==> src/rtl/vga_out_stage.sv <==
// vga_out_stage: retimes the Gigatron OUT byte onto the pixel grid, blanks
// colour outside the programmable active window, tracks line/frame position
// and reports horizontal lock plus a frame-start strobe.
module vga_out_stage #(
    parameter int unsigned H_TOTAL    = 800,
    parameter int unsigned H_START    = 144,
    parameter int unsigned H_WIDTH    = 640,
    parameter int unsigned V_BACK     = 33,
    parameter int unsigned V_LINES    = 480,
    parameter int unsigned LOCK_COUNT = 4
) (
    input  logic       CLKx4,
    input  logic       RESET,
    input  logic [7:0] PIXIN,
    output logic       nHSYNC,
    output logic       nVSYNC,
    output logic [5:0] RGB,
    output logic       BLANK,
    output logic       FRAME_START,
    output logic [8:0] LINE,
    output logic [9:0] LINE_LEN,
    output logic       LOCKED
);

    localparam int unsigned PIX_W  = 8;
    localparam int unsigned RGB_W  = 6;
    localparam int unsigned HCNT_W = 10;
    localparam int unsigned VCNT_W = 9;
    localparam int unsigned GOOD_W = 3;

    localparam logic [HCNT_W-1:0] HCNT_MAX   = {HCNT_W{1'b1}};
    localparam logic [HCNT_W-1:0] HACT_FIRST = HCNT_W'(H_START);
    localparam logic [HCNT_W:0]   HACT_END   = (HCNT_W+1)'(H_START + H_WIDTH);
    localparam logic [HCNT_W:0]   LINE_GOOD  = (HCNT_W+1)'(H_TOTAL);
    localparam logic [VCNT_W-1:0] VBACK_LAST = VCNT_W'(V_BACK - 1);
    localparam logic [VCNT_W-1:0] VACT_LAST  = VCNT_W'(V_LINES - 1);
    localparam logic [GOOD_W-1:0] GOOD_LOCK  = GOOD_W'(LOCK_COUNT);

    typedef enum logic [1:0] {
        ST_SYNC   = 2'd0,
        ST_BACK   = 2'd1,
        ST_ACTIVE = 2'd2,
        ST_FRONT  = 2'd3
    } vstate_e;

    logic [PIX_W-1:0]  p1_q, p1_d;
    logic [1:0]        sync_prev_q, sync_prev_d;
    logic [HCNT_W-1:0] hcnt_q, hcnt_d;
    logic [VCNT_W-1:0] vcnt_q, vcnt_d;
    vstate_e           state_q, state_d;
    logic [GOOD_W-1:0] good_q, good_d;
    logic [HCNT_W-1:0] line_len_q, line_len_d;
    logic              nhsync_q, nhsync_d;
    logic              nvsync_q, nvsync_d;
    logic [RGB_W-1:0]  rgb_q, rgb_d;
    logic              blank_q, blank_d;
    logic              frame_start_q, frame_start_d;
    logic [VCNT_W-1:0] line_q, line_d;
    logic              locked_q, locked_d;

    logic hfall;
    logic vrise;
    logic hact;
    logic pix_on;

    // Edge detection and horizontal window decode on the stage-1 sample
    always_comb begin
        hfall  = !p1_q[6] && sync_prev_q[0];
        vrise  = p1_q[7] && !sync_prev_q[1];
        hact   = (hcnt_q >= HACT_FIRST) && ({1'b0, hcnt_q} < HACT_END);
        pix_on = (state_q == ST_ACTIVE) && hact;
    end

    // Next-state: input stage, horizontal counter, lock, vertical FSM, outputs
    always_comb begin
        p1_d          = PIXIN;
        sync_prev_d   = p1_q[7:6];
        hcnt_d        = hcnt_q;
        line_len_d    = line_len_q;
        good_d        = good_q;
        state_d       = state_q;
        vcnt_d        = vcnt_q;

        // Horizontal position; saturation marks a lost hsync
        if (hfall) begin
            hcnt_d     = '0;
            line_len_d = (hcnt_q == HCNT_MAX) ? HCNT_MAX : hcnt_q + HCNT_W'(1);
        end else if (hcnt_q != HCNT_MAX) begin
            hcnt_d = hcnt_q + HCNT_W'(1);
        end

        // Count consecutive lines of the expected length
        if (hfall) begin
            if (({1'b0, hcnt_q} + (HCNT_W+1)'(1)) == LINE_GOOD) begin
                good_d = (good_q == GOOD_LOCK) ? good_q : good_q + GOOD_W'(1);
            end else begin
                good_d = '0;
            end
        end else if (hcnt_q == HCNT_MAX) begin
            good_d = '0;
        end

        // Vertical sequencing; vsync low overrides everything
        if (!p1_q[7]) begin
            state_d = ST_SYNC;
        end else begin
            unique case (state_q)
                ST_SYNC: begin
                    if (vrise) begin
                        state_d = ST_BACK;
                        vcnt_d  = '0;
                    end
                end
                ST_BACK: begin
                    if (hfall) begin
                        if (vcnt_q == VBACK_LAST) begin
                            state_d = ST_ACTIVE;
                            vcnt_d  = '0;
                        end else begin
                            vcnt_d = vcnt_q + VCNT_W'(1);
                        end
                    end
                end
                ST_ACTIVE: begin
                    if (hfall) begin
                        if (vcnt_q == VACT_LAST) begin
                            state_d = ST_FRONT;
                        end else begin
                            vcnt_d = vcnt_q + VCNT_W'(1);
                        end
                    end
                end
                ST_FRONT: begin
                    state_d = ST_FRONT;
                end
                default: begin
                    state_d = ST_FRONT;
                end
            endcase
        end

        nhsync_d      = p1_q[6];
        nvsync_d      = p1_q[7];
        rgb_d         = pix_on ? p1_q[5:0] : '0;
        blank_d       = !pix_on;
        frame_start_d = (state_q == ST_ACTIVE) && (vcnt_q == '0) && (hcnt_q == HACT_FIRST);
        line_d        = (state_q == ST_ACTIVE) ? vcnt_q : line_q;
        locked_d      = (good_d == GOOD_LOCK);
    end

    // State and output registers with synchronous reset
    always_ff @(posedge CLKx4) begin
        if (RESET) begin
            p1_q          <= 8'hC0;
            sync_prev_q   <= 2'b11;
            hcnt_q        <= HCNT_MAX;
            line_len_q    <= '0;
            good_q        <= '0;
            state_q       <= ST_FRONT;
            vcnt_q        <= '0;
            nhsync_q      <= 1'b1;
            nvsync_q      <= 1'b1;
            rgb_q         <= '0;
            blank_q       <= 1'b1;
            frame_start_q <= 1'b0;
            line_q        <= '0;
            locked_q      <= 1'b0;
        end else begin
            p1_q          <= p1_d;
            sync_prev_q   <= sync_prev_d;
            hcnt_q        <= hcnt_d;
            line_len_q    <= line_len_d;
            good_q        <= good_d;
            state_q       <= state_d;
            vcnt_q        <= vcnt_d;
            nhsync_q      <= nhsync_d;
            nvsync_q      <= nvsync_d;
            rgb_q         <= rgb_d;
            blank_q       <= blank_d;
            frame_start_q <= frame_start_d;
            line_q        <= line_d;
            locked_q      <= locked_d;
        end
    end

    assign nHSYNC      = nhsync_q;
    assign nVSYNC      = nvsync_q;
    assign RGB         = rgb_q;
    assign BLANK       = blank_q;
    assign FRAME_START = frame_start_q;
    assign LINE        = line_q;
    assign LINE_LEN    = line_len_q;
    assign LOCKED      = locked_q;

endmodule

==> config.mk <==
export PLATFORM = sky130hd
export DESIGN_NAME = vga_out_stage
export DESIGN_NICKNAME = d
export VERILOG_FILES = /design/src/rtl/vga_out_stage.sv
export SDC_FILE = /design/constraint.sdc
export NUM_CORES = 1
export LEC_CHECK = 0
export ABC_AREA = 1
export CAP_MARGIN = 20
export CORE_UTILIZATION = 50
export DETAILED_ROUTE_END_ITERATION = 8
export PLACE_DENSITY_LB_ADDON = 0.08
export SYNTH_ARGS = -nofsm -noshare
export SYNTH_HDL_FRONTEND = slang
export SYNTH_SLANG_ARGS = --single-unit
==> constraint.sdc <==
create_clock -name CLKx4 -period 3.78 [get_ports CLKx4]
set_input_delay 0.378 -clock CLKx4 [delete_from_list [all_inputs] [get_ports CLKx4]]
set_output_delay 0.378 -clock CLKx4 [all_outputs]
set_load 0.02 [all_outputs]
==> results.py <==
metrics = {
    "route": {
        "route.detailed.drc": 0,
        "vias": 2501,
        "wirelength_microns": 5930,
        "wl_per_cell_microns": 11.7,
        "ant_nets": 0,
        "first_iter_violations": 113,
        "vias_per_cell": 4.95,
        "drtPass1Iterations": 4,
    },
    "worst_hold_path": {
        "min_path_type": "register to register",
        "holdPathStages": 2,
        "min-delay-start": "p1_q[0]",
        "hold_end": "RGB[0]",
    },
    "placed_design": {
        "portBuffers": 39,
        "place_congestion": 0.868,
        "place_inst": 489,
        "dp_hpwl_microns": 4190,
    },
    "floorplan": {
        "io_pins": 40,
        "num_rows": 26,
        "initial_core_util_pct": 53.5,
        "die_area_sq_um": 5910,
        "core-area_sq_um": 5240,
        "die_h_microns": 76.9,
        "die_width_microns": 76.9,
    },
    "layout": {
        "area_delta_synth_final_pct": 22.5,
        "final_common_cell": "nand2_1",
        "instances_no_fill": 505,
        "nNetsFinal": 450,
        "drive_gt1_share_pct": 8.28,
        "n_fill_cell": 494,
        "diodes": 0,
        "mostFrequentLayoutCells": "nand2_1, dfxtp_1, inv_1",
    },
    "setup_path": {
        "critPathArrivalTime_ns": 2.47,
        "r2r_end": "vcnt_q[0]",
        "crit-reg2reg-launch": "state_q[0]",
        "required_ns": 4.05,
        "crit_type": "register to register",
        "crit_path_start_kind": "register",
        "path_max_fanout": 24,
        "reg2reg_setup_slack_ns": 1.58,
        "reg2regPathDepth": 6,
        "worstSetupEndpointType": "register",
    },
    "cts": {
        "post-cts-setup-buffer-count": 0,
        "clock_latency_ns": 0.34,
        "cts.clk_slew.worst_paths_ns": 0.07,
        "holdBufCountCts": 0,
        "cts_made_buffers": 9,
        "htreeDepth": 3,
        "clkSinkCount": 62,
        "cts_buffer_depth": 2,
        "cts_tree": "done",
        "cts.root.buffer_cell": "clkbuf_8",
        "ctsResizeCount": 0,
    },
    "sta": {
        "final-setup-viol-count": 0,
        "worst_slew_pin_slew_ns": 0.959,
        "final_max_slew_viol_count": 0,
        "rsz0062_at_grt": "no",
        "period_share_pct": 58.3,
        "hold_viol": 0,
        "max-slew-margin-rel_pct": 35.5,
        "min_period_ns": 2.20,
        "max_freq_ghz": 0.454,
        "tns_ns": 0,
        "fin_skew_ns": 0.00963,
    },
    "synth": {
        "synthXorXnorAreaFrac_pct": 1.25,
        "synthesis.nets": 409,
        "syn_inst": 389,
        "synth.ff_latch_count": 62,
        "synth-compound-area-share_pct": 11.5,
        "synth_top_family_by_area": "simple AND/OR/NAND/NOR gates",
        "synth_top_area_share_pct": 44.3,
        "synth_area_sq_um": 2800,
        "synth_cell_types": 32,
        "synthMuxAreaShare_pct": 0,
        "synthSimpleGateAreaFrac_pct": 28.3,
        "syn_avg_cell_area_sq_um": 7.20,
        "yosysSeqAreaShare_pct": 44.3,
        "synth_top_area_cell": "dfxtp_1",
        "synth_area_leaders": "dfxtp_1, nand2_1, inv_1, nor2_1, o21ai_0",
        "synth_fa_ha_area_share_pct": 4.46,
        "yosys_warnings": 0,
    },
    "pwr": {
        "peakVddDrop_mv": 0.393,
        "leakage_nw": 1.59,
        "powerDensity_nw_per_um2": 581,
    },
    "global_route": {
        "met3_usage_pct": 4.29,
        "grtUsageTotal_pct": 21.9,
        "grt_max_degree": 27,
        "antenna_found_initial": 0,
        "met2_usage_pct": 38.0,
        "grt_pass1_wl_microns": 10200,
        "overflow": 0,
        "grtUsageMet1_pct": 26.0,
        "top_usage_layer": "met2",
        "grt_pass1_vias": 2319,
    },
    "status": {
        "status": "completed",
    },
    "run": {
        "maxCapViolCount": 0,
    },
}
[per-stage QoR]
| step | cell area, sq um | setup WS, ns | total power [mW] | hold WS [ns] | util [%] |
|---|---|---|---|---|---|
| floorplan | 2800 | 2.20 | 1.25 | 0.394 | - |
| finish | 3430 | 1.58 | 1.99 | 0.411 | 65.6 |
| global placement | 3240 | 1.77 | 1.43 | 0.395 | 61.9 |
| global route | 3430 | 1.33 | 2.12 | 0.423 | 65.6 |
| detailed placement | 3240 | 1.63 | 1.44 | 0.400 | 61.9 |
| CTS | 3430 | 1.56 | 2.01 | 0.411 | 65.6 |
[layout make-up]
class | count | area (sq um) | share of cell area (%)
clock inverters | 6 | 62.6 | 1.82
repair buffers | 42 | 413 | 12.0
well taps | 70 | 87.6 | 2.55
flip-flops and latches | 62 | 1240 | 36.1
inverters | 61 | 229 | 6.67
multi-input cells | 254 | 1270 | 37.1
clock buffers | 10 | 128 | 3.72
[logic make-up after synthesis]
family | after synthesis
fa+ha+maj | 10
simple gates | 181
compound gates | 59
buf+inv | 73
flops | 62
xor+xnor | 4
[metal layers]
metal  vias to the layer above  share of wire [%]
li1                       1311                  -
met3                         9                4.2
met1                      1130                 45
met4                         0                1.6
met2                        51                 49
met5                         -                  0
[where the power goes]
| group | leakage [nW] | switching [mW] | internal, mW | total (mW) |
|---|---|---|---|---|
| combinational | 0.989 | 0.384 | 0.237 | 0.621 |
| clock | 0.0883 | 0.265 | 0.302 | 0.567 |
| sequential | 0.509 | 0.0629 | 0.743 | 0.806 |
| total | 1.59 | 0.712 | 1.28 | 1.99 |
[critical path: stages (launching register included)]
cell	delay (ns)
dfxtp_1	0.33
inv_1	0.10
ha_1	0.63
inv_1	0.18
a21boi_0	0.47
o21ai_0	0.24
a21oi_1	0.16
[worst max path at each step]
stage	startpoint	to	slack, ns	depth (start not counted)
2_1_floorplan	state_q[1]	vcnt_q[4]	2.20	12
3_3_place_gp	state_q[0]	vcnt_q[0]	1.77	6
3_5_place_dp	state_q[0]	vcnt_q[0]	1.63	6
4_1_cts	state_q[0]	vcnt_q[0]	1.56	6
5_1_grt	state_q[0]	vcnt_q[3]	1.33	6
6_report	state_q[0]	vcnt_q[0]	1.58	6
[cells in the mapped netlist]
cell type / number
o31ai_1: 1
nor4_1: 2
ha_1: 10
nor2_1: 52
xor2_1: 4
nor3_1: 12
o21ai_0: 27
or2_2: 4
buf_4: 1
o21ai_1: 3
dfxtp_1: 62
inv_1: 57
a211oi_1: 1
a21boi_0: 1
clkbuf_1: 8
a31oi_1: 1
inv_2: 3
nor2_2: 4
nand2_1: 75
nor2_4: 1
buf_6: 1
nor3_2: 1
nand3_2: 2
nand2_2: 3
nand4_1: 4
buf_2: 2
o211ai_1: 4
nand3b_1: 1
a21oi_1: 19
o2111ai_1: 2
nand3_1: 20
clkinv_1: 1
[sequential cells by signal, indices dropped and copies added, names as in the netlist]
signal,cells
LINE_LEN,10
hcnt_q,10
LINE,9
vcnt_q,9
p1_q,8
RGB,6
good_q,3
state_q,2
sync_prev_q,2
BLANK,1
FRAME_START,1
LOCKED,1
(Power assumes the default switching activity.)
==> variant: new RTL, same settings <==
Encoding of `vstate_e`: now one-hot (4 bits for 4 states).
--- a/src/rtl/vga_out_stage.sv
+++ b/src/rtl/vga_out_stage.sv
@@ -38,7 +38,7 @@
 
-    typedef enum logic [1:0] {
-        ST_SYNC   = 2'd0,
-        ST_BACK   = 2'd1,
-        ST_ACTIVE = 2'd2,
-        ST_FRONT  = 2'd3
+    typedef enum logic [3:0] {
+        ST_SYNC   = 4'b0001,
+        ST_BACK   = 4'b0010,
+        ST_ACTIVE = 4'b0100,
+        ST_FRONT  = 4'b1000
     } vstate_e;
Check against the original RTL: no difference found for any inputs over 10 cycles, from zero or initial values and one cycle with RESET high; not proved beyond that.
==> variant against the unedited design <==
- global-route usage shrank 1.5 points
- synthesized cell count increased by 0.51%
- routed wire length is 4.7% lower
- sequential cell count grew 2
- design area is 1.6% higher
- setup slack better by 130 ps
- via count fell by 2.6%
- synthesized area is 1.0% higher
- critical path type unchanged
- largest cell class is now flip-flops and latches
Power is not compared: it rests on default switching activity, and its combinational part moved more than twofold at a synthesized area within 25%.
==> variant: results <==
{
  "status": "finished clean",
  "synthAdderAreaFrac_pct": 2.65,
  "crit_family": "simple AND/OR/NAND/NOR gates",
  "buf_share_pct": 11.6,
  "cp_slowest_cell": "clkinv_1",
  "n_all_buffers": 41,
  "grt_util_all_layers_pct": 20.4,
  "maxSlewViolCount": 0,
  "clock-root-buffer": "clkbuf_8",
  "async_flop_share_pct": 0,
  "clk_share_pct": 6.27,
  "drt_iter0_drc": 76,
  "synth-xor-area-share_pct": 0.928,
  "drive_gt1_share_pct": 9.13,
  "antenna_found_initial": 0,
  "syn_nets": 407,
  "postCtsSetupRepairBufs": 0,
  "synthMuxAreaShare_pct": 0,
  "wl_met2_um": 2650,
  "cp_max_fo": 20,
  "gp_congestion": 0.863,
  "layout.cells.non_filler": 510,
  "critPathMaxStageDelay_ps": 570,
  "crit_path_start": "p1_q[6]",
  "numCtsBuffers": 9,
  "dpl.cell_count": 494,
  "relSlewSlack_pct": 44.3,
  "wl_met3_um": 192,
  "synth_cell_types": 36,
  "arrival_ps": 2350,
  "grt_pass1_wl_um": 9700,
  "placed_area_um2": 3270,
  "nMultiInputCombCells": 255,
  "via_count": 2436,
  "seq_cell_count": 64,
  "dp_slack_ps": 1690,
  "fin_nets": 449,
  "met1_length_um": 2690,
  "syn_inst": 391,
  "multi_input_area_um2": 1260,
  "skew_ps": 6.11,
  "seqCellArea_um2": 1280,
  "n_all_inverters": 62,
  "hp-start": "p1_q[4]",
  "first_pass_iters": 4,
  "grt_max_degree": 29,
  "dp_hpwl_um": 4020,
  "ys_top_cells_by_area": "dfxtp_1 (45%), nand2_1 (9.5%), inv_1 (7.6%), nor2_1 (7.2%), o21ai_0 (5.3%)",
  "syn_to_final_growth_pct": 23.3,
  "nFillCells": 518,
  "fp.dieArea_um2": 5970,
  "ys_top_cells_by_count": "nand2_1 (72), dfxtp_1 (64), inv_1 (57)",
  "synth_compound_area_share_pct": 13.3,
  "seq_area_frac_synth_pct": 45.2,
  "routed_wirelength_um": 5650,
  "grt_pass1_vias": 2273
}
-- variant: changes by cell type in the layout (fill, tap and decap cells not counted), sizes merged, moves of 2 or more --
| cell | delta |
|---|---|
| a21oi | +8 |
| nor3 | -7 |
| o211ai | -2 |
| nor2 | +4 |
| nand3 | +6 |
| o21ai | +4 |
| ha | -4 |
| nand2 | -3 |
| dfxtp | +2 |
| o2111ai | -2 |
| nor4 | -2 |
| clkinv | +2 |
| clkinvlp | -2 |
-- variant: where the power goes --
part	internal [W]	switching [W]
logic	0.0000936	0.000150
clock network	0.000372	0.000275
registers	0.000711	0.0000332
total	0.00118	0.000457
-- variant: final timing paths --
| kind | to | slack [ps] | cells after the start |
|---|---|---|---|
| min | RGB[4] | 410 | 2 |
| min reg2reg | RGB[4] | 410 | 2 |
| max | LOCKED | 1710 | 8 |
| max reg2reg | LOCKED | 1710 | 8 |
-- variant: layer usage --
metal	vias to the layer above	track usage (%)
met4	0	11.1
li1	1317	-
met3	12	4.17
met2	42	33.3
met1	1065	25.1
met5	-	0
